[src/rtl/ysyx_22050019_reg_scoreboard.sv]
// Register scoreboard and single-write-port arbiter for the RV64 integer register file.
// Tracks outstanding writes, stalls decode on RAW/WAW and round-robins EXU/LSU writeback.
module ysyx_22050019_reg_scoreboard #(
  parameter int ADDR_WIDTH = 5,
  parameter int DATA_WIDTH = 64,
  localparam int NUM_REGS  = 2 ** ADDR_WIDTH
) (
  input  logic                  clk,
  input  logic                  rst_n,
  input  logic                  id_valid,
  output logic                  id_ready,
  input  logic [ADDR_WIDTH-1:0] id_rs1,
  input  logic                  id_rs1_en,
  input  logic [ADDR_WIDTH-1:0] id_rs2,
  input  logic                  id_rs2_en,
  input  logic [ADDR_WIDTH-1:0] id_rd,
  input  logic                  id_rd_wen,
  input  logic                  exu_wb_valid,
  output logic                  exu_wb_ready,
  input  logic [ADDR_WIDTH-1:0] exu_wb_addr,
  input  logic [DATA_WIDTH-1:0] exu_wb_data,
  input  logic                  lsu_wb_valid,
  output logic                  lsu_wb_ready,
  input  logic [ADDR_WIDTH-1:0] lsu_wb_addr,
  input  logic [DATA_WIDTH-1:0] lsu_wb_data,
  output logic                  rf_wen,
  output logic [ADDR_WIDTH-1:0] rf_waddr,
  output logic [DATA_WIDTH-1:0] rf_wdata,
  output logic [NUM_REGS-1:0]   pending,
  output logic [ADDR_WIDTH:0]   outstanding,
  output logic [31:0]           stall_cnt,
  output logic                  wb_err
);

  typedef enum logic {
    SRC_EXU = 1'b0,
    SRC_LSU = 1'b1
  } src_e;

  localparam logic [ADDR_WIDTH:0] OUT_ONE = {{ADDR_WIDTH{1'b0}}, 1'b1};

  src_e                rr_last;
  logic                grant_exu;
  logic                grant_lsu;
  logic                hazard1;
  logic                hazard2;
  logic                waw;
  logic                issue;
  logic                set;
  logic                inc;
  logic                dec;
  logic [NUM_REGS-1:0] pending_nxt;

  // Grants are held off during reset so nothing reaches the register file.
  always_comb begin
    grant_exu = 1'b0;
    grant_lsu = 1'b0;
    if (rst_n) begin
      if (exu_wb_valid && lsu_wb_valid) begin
        if (rr_last == SRC_EXU) grant_lsu = 1'b1;
        else                    grant_exu = 1'b1;
      end else begin
        grant_exu = exu_wb_valid;
        grant_lsu = lsu_wb_valid;
      end
    end
  end

  always_comb begin
    rf_waddr = '0;
    rf_wdata = '0;
    if (grant_exu) begin
      rf_waddr = exu_wb_addr;
      rf_wdata = exu_wb_data;
    end else if (grant_lsu) begin
      rf_waddr = lsu_wb_addr;
      rf_wdata = lsu_wb_data;
    end
  end

  assign exu_wb_ready = grant_exu;
  assign lsu_wb_ready = grant_lsu;
  assign rf_wen       = (grant_exu || grant_lsu) && (rf_waddr != '0);

  // A writeback landing this cycle releases its hazard; the register file bypasses the data.
  assign hazard1  = id_rs1_en && (id_rs1 != '0) && pending[id_rs1] &&
                    !(rf_wen && (rf_waddr == id_rs1));
  assign hazard2  = id_rs2_en && (id_rs2 != '0) && pending[id_rs2] &&
                    !(rf_wen && (rf_waddr == id_rs2));
  assign waw      = id_rd_wen && (id_rd != '0) && pending[id_rd] &&
                    !(rf_wen && (rf_waddr == id_rd));
  assign id_ready = !(hazard1 || hazard2 || waw);

  assign issue = id_valid && id_ready;
  assign set   = issue && id_rd_wen && (id_rd != '0);

  // Set is applied after clear so a same-index set/clear leaves the bit pending.
  always_comb begin
    pending_nxt = pending;
    if (rf_wen) pending_nxt[rf_waddr] = 1'b0;
    if (set)    pending_nxt[id_rd]    = 1'b1;
  end

  assign inc = set && !pending[id_rd];
  assign dec = rf_wen && pending[rf_waddr] && !(set && (id_rd == rf_waddr));

  always_ff @(posedge clk or negedge rst_n) begin
    if (!rst_n) begin
      pending     <= '0;
      outstanding <= '0;
      stall_cnt   <= '0;
      wb_err      <= 1'b0;
      rr_last     <= SRC_EXU;
    end else begin
      pending <= pending_nxt;
      case ({inc, dec})
        2'b10:   outstanding <= outstanding + OUT_ONE;
        2'b01:   outstanding <= outstanding - OUT_ONE;
        default: outstanding <= outstanding;
      endcase
      if (id_valid && !id_ready && (stall_cnt != 32'hFFFF_FFFF))
        stall_cnt <= stall_cnt + 32'd1;
      // Writing a register nobody was waiting on means a unit broke the issue protocol.
      if (rf_wen && !pending[rf_waddr])
        wb_err <= 1'b1;
      if (exu_wb_valid && lsu_wb_valid)
        rr_last <= grant_lsu ? SRC_LSU : SRC_EXU;
    end
  end

endmodule

[config.mk]
export PLATFORM = sky130hd
export DESIGN_NAME = ysyx_22050019_reg_scoreboard
export DESIGN_NICKNAME = d
export VERILOG_FILES = /design/src/rtl/ysyx_22050019_reg_scoreboard.sv
export SDC_FILE = /design/constraint.sdc
export NUM_CORES = 1
export LEC_CHECK = 0
export ABC_CLOCK_PERIOD_IN_PS = 5700
export BUFFER_PORTS_ARGS = -buffer_cell sky130_fd_sc_hd__clkbuf_2
export CAP_MARGIN = 20
export CORE_AREA = 2 2 119 121
export CTS_CLUSTER_SIZE = 10
export DETAILED_ROUTE_END_ITERATION = 8
export DIE_AREA = 0 0 121 123
export PLACE_DENSITY = 0.79
export SLEW_MARGIN = 20
export SYNTH_ARGS = -nofsm -noshare
export SYNTH_HDL_FRONTEND = slang
export SYNTH_SLANG_ARGS = --single-unit
export TNS_END_PERCENT = 20
[constraint.sdc]
create_clock -name clk -period 5.7 [get_ports clk]
set_input_delay 0.855 -clock clk [delete_from_list [all_inputs] [get_ports clk]]
set_output_delay 0.855 -clock clk [all_outputs]
set_load 0.01 [all_outputs]
### After elaboration in Yosys (flattened, before gate mapping)

Index checks and enable logic that the tools add are counted.

* equality and inequality tests: 7
* multiplexer cells: 26
* reduce and logical (&&, ||, !) cells: 41
* $lt $le $gt $ge: 6
* bitwise logic cells: 3
* add/subtract/negate cells: 3

Operator list (number)
* $mux W64: 2
* $mux W32: 2
* $add A32 B1 Y32 const B: 1
* $and A32 B32 Y32: 1
* $ne A32 B32 Y1 const B: 1
* $not A32 Y32: 1
* $or A32 B32 Y32: 1
* $logic_and A1 B1 Y1: 26
* $lt A5 B6 Y1 const B: 4
* $bmux W1 S5: 4
* $eq A5 B5 Y1: 4
* $reduce_bool A5 Y1: 4
* $mux W1: 13
* $pmux W6 S2: 1
* $demux W1 S5: 2
* $ge A5 B1 Y1 const B: 2
* $mux W5: 2
* $logic_not A1 Y1: 7
* $add A6 B1 Y6 const B: 1
* $sub A6 B1 Y6 const B: 1
* $logic_or A1 B1 Y1: 3
* $eq A2 B1 Y1 const B: 1
* $eq A2 B2 Y1 const B: 1
* $reduce_bool A2 Y1: 1

* input port bits: 161
* register bits: 72
* output and inout bits: 144
* word-level logic and storage cells: 91

### Longest topological paths before layout

Gate-level depths: netlist (run 1).

* word-level depth: 21
* gate-level depth with buffers: 20

### Worst setup path after synthesis (run 1)

No wires, ideal clock.

* kind: input port to flip-flop
* start: in rst_n
* end: reg outstanding[5]
* data required time: 5576 ps
* buffers on the path: 1
* library setup time: 124 ps
* arrival: 4307 ps
* stages: 18
* path slack: 1269 ps
* cell sequence: buf_2 nand2_1 o32ai_4 or3_4 o311ai_1 nor2_1 o2111a_2 and2_1 a211oi_2 ha_1 or3b_2 o21ai_0 a22o_1 nor2b_1 a32oi_1 o21ai_0 nand2b_1 xnor2_1

* word-level cells in the longest chain between the ends: 19

RTL lines
* start, declared: RTL line 9 `input logic rst_n,`
* $mux W1: RTL line 58 `if (rst_n) begin`
* $mux W5: RTL line 75 `end else if (grant_lsu) begin`
* $mux W5 (*): RTL line 72 `if (grant_exu) begin`
* via rf_waddr[3]: RTL line 27 `output logic [ADDR_WIDTH-1:0] rf_waddr,`
* $reduce_bool A5 Y1: RTL line 83 `assign rf_wen = (grant_exu || grant_lsu) && (rf_waddr != '0);`
* $logic_and A1 B1 Y1: RTL line 83
* $logic_and A1 B1 Y1 (on tied branches): RTL line 87, 89
* $logic_not A1 Y1 (on tied branches): RTL line 87, 89
* (+3 left out)
* $logic_not A1 Y1: RTL line 92 `assign id_ready = !(hazard1 || hazard2 || waw);`
* $logic_and A1 B1 Y1: RTL line 94 `assign issue = id_valid && id_ready;`
* $logic_and A1 B1 Y1 (2 in a row): RTL line 95 `assign set = issue && id_rd_wen && (id_rd != '0);`
* $logic_and A1 B1 Y1: RTL line 105 `assign dec = rf_wen && pending[rf_waddr] && !(set && (id_rd == rf_waddr));`
* $logic_not A1 Y1: RTL line 105
* $logic_and A1 B1 Y1: RTL line 105
* $eq A2 B1 Y1 / $eq A2 B2 Y1 (equally long branches): RTL line 116 `case ({inc, dec})`
* $pmux W6 S2 / $reduce_bool A2 Y1 (equally long branches)
* end signal, assigned: RTL line 117 `2'b10: outstanding <= outstanding + OUT_ONE;`
* end signal, assigned: RTL line 118 `2'b01: outstanding <= outstanding - OUT_ONE;`
* end signal, assigned: RTL line 119 `default: outstanding <= outstanding;`
* end, declared: RTL line 30 `output logic [ADDR_WIDTH:0] outstanding,`

The timed path passes the listed nets; every way through them passes the cells marked *. The select of a mux whose other input is x is not followed.
A chain may end at the register's enable or synchronous reset.

### Worst setup path in the final report (run 1)

* start: in lsu_wb_valid
* end: reg outstanding[5]

* word-level cells in the longest chain between the ends: 21

RTL lines
* start, declared: RTL line 22 `input logic lsu_wb_valid,`
* $logic_and A1 B1 Y1: RTL line 59 `if (exu_wb_valid && lsu_wb_valid) begin`
* $mux W1: RTL line 59
* $mux W1: RTL line 58
* $mux W5: RTL line 75
* $mux W5: RTL line 72
* $reduce_bool A5 Y1: RTL line 83
* $logic_and A1 B1 Y1: RTL line 83
* $logic_and A1 B1 Y1 (on tied branches): RTL line 87, 89
* (+4 left out)
* $logic_not A1 Y1: RTL line 92
* $logic_and A1 B1 Y1: RTL line 94
* $logic_and A1 B1 Y1 (2 in a row): RTL line 95
* $logic_and A1 B1 Y1: RTL line 105
* $logic_not A1 Y1: RTL line 105
* $logic_and A1 B1 Y1: RTL line 105
* $eq A2 B1 Y1 / $eq A2 B2 Y1 (equally long branches): RTL line 116
* $pmux W6 S2 / $reduce_bool A2 Y1 (equally long branches)

Parallel ways exist; a longest one is shown, timed or not. The select of a mux whose other input is x is not followed.

==> flow_summary.toml, run 1 <==
[synthesis]
ys_seq_elements = 72
avgSynthCellArea_um2 = 9.48
synth_cell_types = 68
synth_fa_ha_area_share_pct = 0.847
synth_flop_cell = "dfrtp_1"
synth_top_family_by_area = "compound AO/OA/AOI/OAI gates"
yosys_warnings = 0
yosysTopAreaCellShare_pct = 30.5
synth-compound-area-share_pct = 23.6
synth_area_mm2 = 0.00591
synth_seq_area_share_pct = 30.5
synthSimpleGateAreaFrac_pct = 19.3
ys_top_cells_by_area = "dfrtp_1 30%, a22o_1 9.6%, mux2i_1 7.6%, xnor2_1 6.8%, mux4_2 5.3%"
synth-async-reset-ratio_pct = 100
yosysTopAreaCell = "dfrtp_1"
synthesis.nets = 788
synth_mux_area_share_pct = 13.7
synth-edff-count = 0
synth_xor_area_share_pct = 7.71
syn-instance-count = 623

[timing]
fin_setup_tns_ns = 0
period_needed_ns = 4.84
rsz0062_at_grt = "no"
setup_viol = 0
max_freq_mhz = 207
skew_ns = 0.00798
worst_slew_pin_slew_ns = 0.929
hold_violations = 0
slew_viol_final = 0
slew_headroom_pct = 37.9
fin_ws_ns = 0.863
period_share_pct = 84.9

[clocking]
postCtsSetupBuffers = 0
cts-buffers-inserted = 9
cts_tree = "built"
cts_hold_buf = 0
htree_levels = 3
cts.sinks = 72
post_cts_resized = 0
path_clk_slew_ns = 0.06
ctsRootBufferMaster = "clkbuf_16"
clkLatencyLatePin_ns = 0.34
clockBufferDepth = 2

[pwr]
p_sw_uw = 827
p_sw_share_pct = 37.9
total_leakage_power_uw = 0.00378
pwr-share-clk_pct = 28.4
power_density_mw_per_mm2 = 277
irDropWorstVdd_mv = 0.166
pwr-share-comb_pct = 36.8
p_int_uw = 1350
seq_power_share_pct = 34.7

[setup_path]
cpPeakStageDelay_ns = 0.45
critPathBufInv = 3
path_depth = 20
cp-end-kind = "flop"
cp_top_family = "simple AND/OR/NAND/NOR gates"
cpMaxStageDelayCell = "or3b_2"
crit_arrival_ns = 5.06
r2r_cells = 19
path_class = "in -> reg"
cp-start-kind = "input port"
path_cells = "clkbuf_2, nor2b_4, o32ai_2, buf_4, or3_4, o311ai_1, nor2_1, o2111a_2, and2_1, a211oi_2, ha_1, buf_4, or3b_2, o21ai_0, a22o_1, nor2b_1, a32oi_1, o21ai_0, nand2b_1, xnor2_1"
cp_max_fo = 13
worst_ep_required_time_ns = 5.92

[route]
ant_nets = 0
route.vias.total = 6686
vias_per_cell = 6.13
first_pass_iters = 6
wire_per_inst_um = 23.6
drt_wl_total_mm = 25.7
drc_errors = 0
drtIter0Drc = 812

[floorplan]
die_h_um = 123
ios = 305
dieArea_mm2 = 0.0149
initial_utilization_pct = 43.4
die_x_um = 121
coreArea_mm2 = 0.0136
rows = 43

[place]
port_buffers = 304
pre_cts_ws_ns = 0.543
dpl.hpwl_mm = 20.7
routabilityCongestion = 0.975

[grt]
gr-total-overflow = 0
grt_pass1_wl_mm = 37.0
grt_max_degree = 66
antenna_found_initial = 1
grt_use_total_pct = 33.5
grt_pass1_vias = 6079

[final_layout]
fillers = 1226
regArea_mm2 = 0.00180
fin_nets = 1071
area_delta_synth_final_pct = 33.2
multi_input_area_mm2 = 0.00387
layout-drive-gt1-share_pct = 41.7
utilization_pct = 57.8
n_antenna_cell = 0

[outcome]
outcome = "finished clean"

[flow_run]
drv_cap = 0

[min_path]
hp-class = "in -> async"
==> flip-flops by register name, indices dropped and copies added (netlist names) <==
name,cells
pending,32
outstanding,6
wb_err,1
stall_cnt,32
rr_last,1
==> kinds of logic (layout without fill, tap and decap cells) <==
kind of cell	after synthesis	after routing
AO/OA/AOI/OAI	181	181
AND/OR/NAND/NOR	196	196
adder cells (fa/ha/maj)	4	4
XOR/XNOR	52	52
multiplexers	63	63
buffers and inverters	55	343
flip-flops	72	72
==> layout make-up <==
class                           count  area share (%)
Clock buffer                       10            3.04
Clock inverter                      6            1.14
Inverter                           13           0.620
Multi-Input combinational cell    496            49.1
Sequential cell                    72            22.9
Tap cell                          180            2.86
Timing Repair Buffer              314            20.3
==> worst paths after layout <==
check	startpoint	endpoint	slack (ns)
min	rst_n	rr_last	0.40
max in group asynchronous	rst_n	pending[2]	4.56
min in group clk	wb_err	wb_err	0.48
min reg2reg	wb_err	wb_err	0.48
max reg2reg	rr_last	outstanding[5]	1.08
max	lsu_wb_valid	outstanding[5]	0.86
==> metal layers <==
| metal | GRT usage, % | part of all wire (%) | routed length (um) | vias to the layer above |
|---|---|---|---|---|
| met5 | 0 | 0.051 | 13 | - |
| met4 | 13.2 | 3.8 | 969 | 2 |
| met3 | 12.1 | 14 | 3520 | 77 |
| met2 | 51.0 | 45 | 11600 | 463 |
| met1 | 43.5 | 37 | 9610 | 3202 |
| li1 | - | - | - | 2942 |
==> synthesized netlist by cell type, drive strengths merged, types with 2 or more instances <==
master / instances
a22oi: 6
nor3: 9
o21ai: 71
o32ai: 4
nand4: 23
clkbuf: 17
and3b: 2
nand3: 35
nor4: 3
a21oi: 8
a22o: 65
a31oi: 2
a211oi: 3
ha: 4
mux4: 14
nor2: 22
dfrtp: 72
and2: 4
xnor2: 46
buf: 25
mux2i: 45
and3: 20
nand2b: 8
or3: 3
xor2: 6
nand2: 43
a32oi: 6
o211ai: 2
and4: 6
inv: 13
mux2: 4
o22ai: 2
a21o: 2
nor2b: 12
==> metrics by stage <==
stage                     cell area [um2]  total power [uW]  instances  hold slack (ns)
after floorplan                      5910              1200        623            0.493
after global placement               7540              1530       1075            0.464
after detailed placement             7540              1550       1075            0.472
after CTS                            7870              2170       1091            0.402
after global routing                 7870              2280       1091            0.419
final                                7870              2180       1091            0.405
==> layout by cell type (no fill, tap or decap), drive strengths merged, types with 4 or more instances in the layout <==
cell type    n
and3        20
xnor2       46
a22o        65
a22oi        6
nand4       23
nand2b       8
mux2i       45
nor3         9
nand3       35
and2         4
nand2       43
a21oi        8
inv         14
dfrtp       72
buf         11
o32ai        4
nor2b       12
nor2        22
mux2         4
a32oi        6
xor2         6
o21ai       71
and4         6
ha           4
clkbuf     313
mux4        14
==> power by group through the flow <==
stage / clock, uW / combinational, uW / sequential, uW
CTS: 625 / 801 / 747
detailed placement: 0 / 793 / 756
global placement: 0 / 777 / 754
floorplan: 0 / 462 / 737
finish: 620 / 803 / 757
global route: 644 / 873 / 765
(Power assumes the default switching activity.)
==> run 2: changes to the inputs <==
--- a/config.mk
+++ b/config.mk
@@ -5,7 +5,7 @@
 export SDC_FILE = /design/constraint.sdc
 export NUM_CORES = 1
 export LEC_CHECK = 0
-export ABC_CLOCK_PERIOD_IN_PS = 5700
+export ABC_CLOCK_PERIOD_IN_PS = 5030
 export BUFFER_PORTS_ARGS = -buffer_cell sky130_fd_sc_hd__clkbuf_2
 export CAP_MARGIN = 20
 export CORE_AREA = 2 2 119 121
==> constraint.sdc (replaced) <==
create_clock -name clk -period 5.03 [get_ports clk]
set_input_delay 0.7545 -clock clk [delete_from_list [all_inputs] [get_ports clk]]
set_output_delay 0.7545 -clock clk [all_outputs]
set_load 0.01 [all_outputs]
==> flow_summary.toml, run 2 (synthesis results as in run 1) <==
[min_path]
hp-class = "in -> async"

[pwr]
p_sw_uw = 965
seq_power_share_pct = 33.8
power_density_mw_per_mm2 = 316
irDropWorstVdd_mv = 0.196
p_sw_share_pct = 38.6
power_uw = 2500
pwr-share-clk_pct = 28.4
pwr-share-comb_pct = 37.8
p_int_uw = 1530
total_leakage_power_uw = 0.00380

[final_layout]
n_antenna_cell = 0
fillers = 1212
reg_top3 = "pending (32), stall_cnt (32), outstanding (6)"
layout_common_cells = "303 x clkbuf_2, 72 x dfrtp_1, 65 x a22o_1, 46 x xnor2_1, 45 x mux2i_1"
layout-drive-gt1-share_pct = 42.0
fin_nets = 1075
multi_input_area_mm2 = 0.00387
area_delta_synth_final_pct = 33.7
final_common_cell = "clkbuf_2"
regArea_mm2 = 0.00180
instances_no_fill = 1095

[route]
vias_per_cell = 6.12
ant_nets = 0
wire_per_inst_um = 23.7
drtIter0Drc = 847
drt_wl_total_mm = 25.9
drc_errors = 0
first_pass_iters = 6
route.vias.total = 6705

[setup_path]
path_class = "in -> reg"
worst_ep_required_time_ns = 5.26
crit_arrival_ns = 4.62
cp-end-kind = "flop"
cp-start-kind = "input port"
cp_max_fo = 11
r2r_slack_ns = 0.84

[timing]
period_share_pct = 87.3
fin_setup_tns_ns = 0
slew_viol_final = 0
slew_headroom_pct = 39.9
skew_ns = 0.00906
setup_viol = 0
hold_violations = 0
period_needed_ns = 4.39
max_freq_mhz = 228
worst_slew_pin_slew_ns = 0.897
rsz0062_at_grt = "no"

[floorplan]
die_x_um = 121
ios = 305
initial_utilization_pct = 43.4
dieArea_mm2 = 0.0149
rows = 43
coreArea_mm2 = 0.0136
die_h_um = 123

[clocking]
cts_hold_buf = 0
clkLatencyLatePin_ns = 0.34
htree_levels = 3
ctsRootBufferMaster = "clkbuf_16"
cts.sinks = 72
postCtsSetupBuffers = 0
path_clk_slew_ns = 0.06
cts-buffers-inserted = 9
post_cts_resized = 0
clockBufferDepth = 2
cts_tree = "built"

[place]
dpl.cell_count = 1079
routabilityCongestion = 0.949
dpl.hpwl_mm = 20.8
port_buffers = 304

[outcome]
outcome = "finished clean"

[grt]
grt_use_total_pct = 33.7
gr-total-overflow = 0
antenna_found_initial = 1
grt_max_degree = 66
grt_pass1_wl_mm = 37.1
grt_pass1_vias = 6184

[flow_run]
drv_cap = 0
==> run 2: final cells by class <==
class | count | area share [%]
clock buffer | 9 | 2.85
inverter | 13 | 0.618
tap | 180 | 2.85
timing repair buffer | 318 | 20.6
sequential | 72 | 22.8
clock inverter | 7 | 1.30
multi-input combinational | 496 | 49.0
==> run 2: critical path, stage by stage <==
cell      delay [ns]
clkbuf_2        0.23
mux4_2          0.41
mux2i_1         0.07
mux2_2          0.29
a221oi_1        0.43
o41ai_4         0.20
o21a_4          0.20
and2_1          0.17
a211oi_2        0.27
ha_1            0.20
or3b_2          0.44
o21ai_0         0.10
a22o_1          0.22
nor2b_1         0.19
a32oi_1         0.11
o21ai_0         0.15
nand2b_1        0.08
xnor2_1         0.12
==> run 2: power groups by stage <==
stage / Combinational, uW / Clock, uW / Sequential, uW
floorplan: 523 / 0 / 835
global placement: 908 / 0 / 844
detailed placement: 929 / 0 / 846
CTS: 935 / 713 / 836
global route: 1020 / 735 / 854
finish: 944 / 710 / 845
==> run 2: through the flow <==
step | hold slack [ns] | setup slack, ns | instance area (um2) | utilization [%]
final | 0.317 | 0.637 | 7900 | 58.0
after global routing | 0.325 | 0.358 | 7900 | 58.0
after CTS | 0.315 | 0.677 | 7900 | 58.0
after detailed placement | 0.470 | 0.347 | 7570 | 55.6
after global placement | 0.479 | 0.432 | 7570 | 55.6
after floorplan | 0.459 | 0.699 | 5910 | -
==> run 2: worst paths after layout <==
check / from / to / cells after the start
max: id_rs2[2] / outstanding[5] / 18
min: rst_n / pending[3] / 1
max reg2reg: rr_last / outstanding[5] / 18
min reg2reg: outstanding[5] / outstanding[5] / 1
max in group asynchronous: rst_n / stall_cnt[13] / 2
min in group clk: outstanding[5] / outstanding[5] / 1
==> run 2: metal layers <==
metal  track usage (%)  routed length, um  vias to the layer above
met5                 0                 13                        -
met4              11.4                787                        2
met3              11.3               3260                       69
met2              53.0              11900                      458
met1              43.5               9920                     3217
li1                  -                  -                     2959
==> run 3: changes to the inputs <==
--- a/config.mk
+++ b/config.mk
@@ -13,6 +13,7 @@
 export DETAILED_ROUTE_END_ITERATION = 8
 export DIE_AREA = 0 0 121 123
 export PLACE_DENSITY = 0.79
+export RECOVER_POWER = 50
 export SLEW_MARGIN = 20
 export SYNTH_ARGS = -nofsm -noshare
 export SYNTH_HDL_FRONTEND = slang
==> flow_summary.toml, run 3 (synthesis results as in run 1) <==
[pwr]
total_leakage_power_uw = 0.00356
power_density_mw_per_mm2 = 317
irDropWorstVdd_mv = 0.196

[clocking]
cts.sinks = 72
path_clk_slew_ns = 0.06
ctsRootBufferMaster = "clkbuf_16"
cts_hold_buf = 0
cts-buffers-inserted = 9
clkLatencyLatePin_ns = 0.34
htree_levels = 3
clockBufferDepth = 2
postCtsSetupBuffers = 0
cts_tree = "built"
post_cts_resized = 0

[floorplan]
coreArea_mm2 = 0.0136
die_x_um = 121
die_h_um = 123
rows = 43
dieArea_mm2 = 0.0149
ios = 305
initial_utilization_pct = 43.4

[grt]
grt_max_degree = 66
grt_pass1_vias = 6184
grt_pass1_wl_mm = 37.1
grt_use_total_pct = 33.7
gr-total-overflow = 0
antenna_found_initial = 1

[timing]
slew_headroom_pct = -8.73
fin_ws_ns = 0.658
period_needed_ns = 4.37
fin_setup_tns_ns = 0
max_freq_mhz = 229
skew_ns = 0.00842
rsz0062_at_grt = "no"
hold_violations = 0
slew_viol_final = 62
worst_slew_pin_slew_ns = 1.63
period_share_pct = 86.9
setup_viol = 0

[route]
vias_per_cell = 6.14
wire_per_inst_um = 23.8
drtIter0Drc = 825
ant_nets = 0
drc_errors = 0
first_pass_iters = 5
drt_wl_total_mm = 26.1
route.vias.total = 6718

[setup_path]
worst_ep_required_time_ns = 5.26
cp-end-kind = "flop"
crit_arrival_ns = 4.60
cp-start-kind = "input port"
cp_max_fo = 11
path_class = "in -> reg"

[final_layout]
layout_common_cells = "237 x clkbuf_2, 72 x clkbuf_1, 72 x dfrtp_1, 65 x a22o_1, 46 x xnor2_1"
reg_top3 = "pending (32), stall_cnt (32), outstanding (6)"
fillers = 1268
fin_nets = 1075
n_antenna_cell = 0
layout-drive-gt1-share_pct = 34.1
final_common_cell = "clkbuf_2"
multi_input_area_mm2 = 0.00387
area_delta_synth_final_pct = 31.9
regArea_mm2 = 0.00180

[place]
dpl.hpwl_mm = 20.8
port_buffers = 304
pre_cts_ws_ns = 0.347
routabilityCongestion = 0.949

[outcome]
outcome = "finished, violations left"
violations = "max-capacitance violations, max-slew violations"

[flow_run]
drv_cap = 2

[min_path]
hp-class = "in -> async"
-- run 3: changes by cell type in the layout (fill, tap and decap cells not counted) --
| cell | previous run | this run |
|---|---|---|
| clkbuf_1 | 0 | 72 |
| buf_4 | 15 | 9 |
| clkbuf_2 | 303 | 237 |
-- run 3: per-stage QoR --
| step | util (%) | hold WS, ns | cells | total power, uW | instance area (um2) |
|---|---|---|---|---|---|
| global route | 57.3 | 0.325 | 1095 | 2580 | 7790 |
| global placement | 55.6 | 0.479 | 1079 | 1750 | 7570 |
| detailed placement | 55.6 | 0.470 | 1079 | 1770 | 7570 |
| CTS | 58.0 | 0.315 | 1095 | 2480 | 7900 |
| finish | 57.3 | 0.316 | 1095 | 2470 | 7790 |
| floorplan | - | 0.459 | 623 | 1360 | 5910 |
-- run 3: worst max-delay path, stage by stage --
cell and delay [ns]:
clkbuf_2 0.23, mux4_2 0.41, mux2i_1 0.07, mux2_2 0.29, a221oi_1 0.42, o41ai_4 0.20, o21a_4 0.20, and2_1 0.17
a211oi_2 0.26, ha_1 0.20, or3b_2 0.44, o21ai_0 0.10, a22o_1 0.21, nor2b_1 0.19, a32oi_1 0.11, o21ai_0 0.15
nand2b_1 0.08, xnor2_1 0.12
-- run 3: area by class of cell --
class | count | share of cell area (%)
clock inverter | 7 | 1.32
sequential | 72 | 23.1
tap | 180 | 2.89
clock buffer | 9 | 2.89
timing repair buffer | 318 | 19.6
inverter | 13 | 0.626
multi-input combinational | 496 | 49.6
-- run 3: metal layers --
layer | GRT usage, % | vias to the layer above | routed length, um | share of wire (%)
met5 | 0 | - | 13 | 0.050
met4 | 11.4 | 2 | 786 | 3.0
met3 | 11.3 | 71 | 3280 | 13
met2 | 53.0 | 472 | 11900 | 46
met1 | 43.5 | 3221 | 10100 | 39
li1 | - | 2952 | - | -
-- run 3: final timing paths --
check	start	endpoint	slack, ns	depth (start not counted)
worst max-delay path	id_rs2[2]	outstanding[5]	0.66	18
min in group clk	outstanding[5]	outstanding[5]	0.47	1
max in group asynchronous	rst_n	pending[11]	2.89	2
worst min register to register	outstanding[5]	outstanding[5]	0.47	1
worst max register to register	pending[23]	outstanding[5]	0.73	18
worst min-delay path	rst_n	pending[3]	0.32	1
-- run 3: where the power goes --
part / switching (uW) / internal, uW / total [uW] / leakage (uW)
Combinational: 525 / 391 / 916 / 0.00244
Sequential: 170 / 675 / 845 / 0.000952
Clock: 272 / 440 / 712 / 0.000162
Total: 967 / 1510 / 2470 / 0.00356
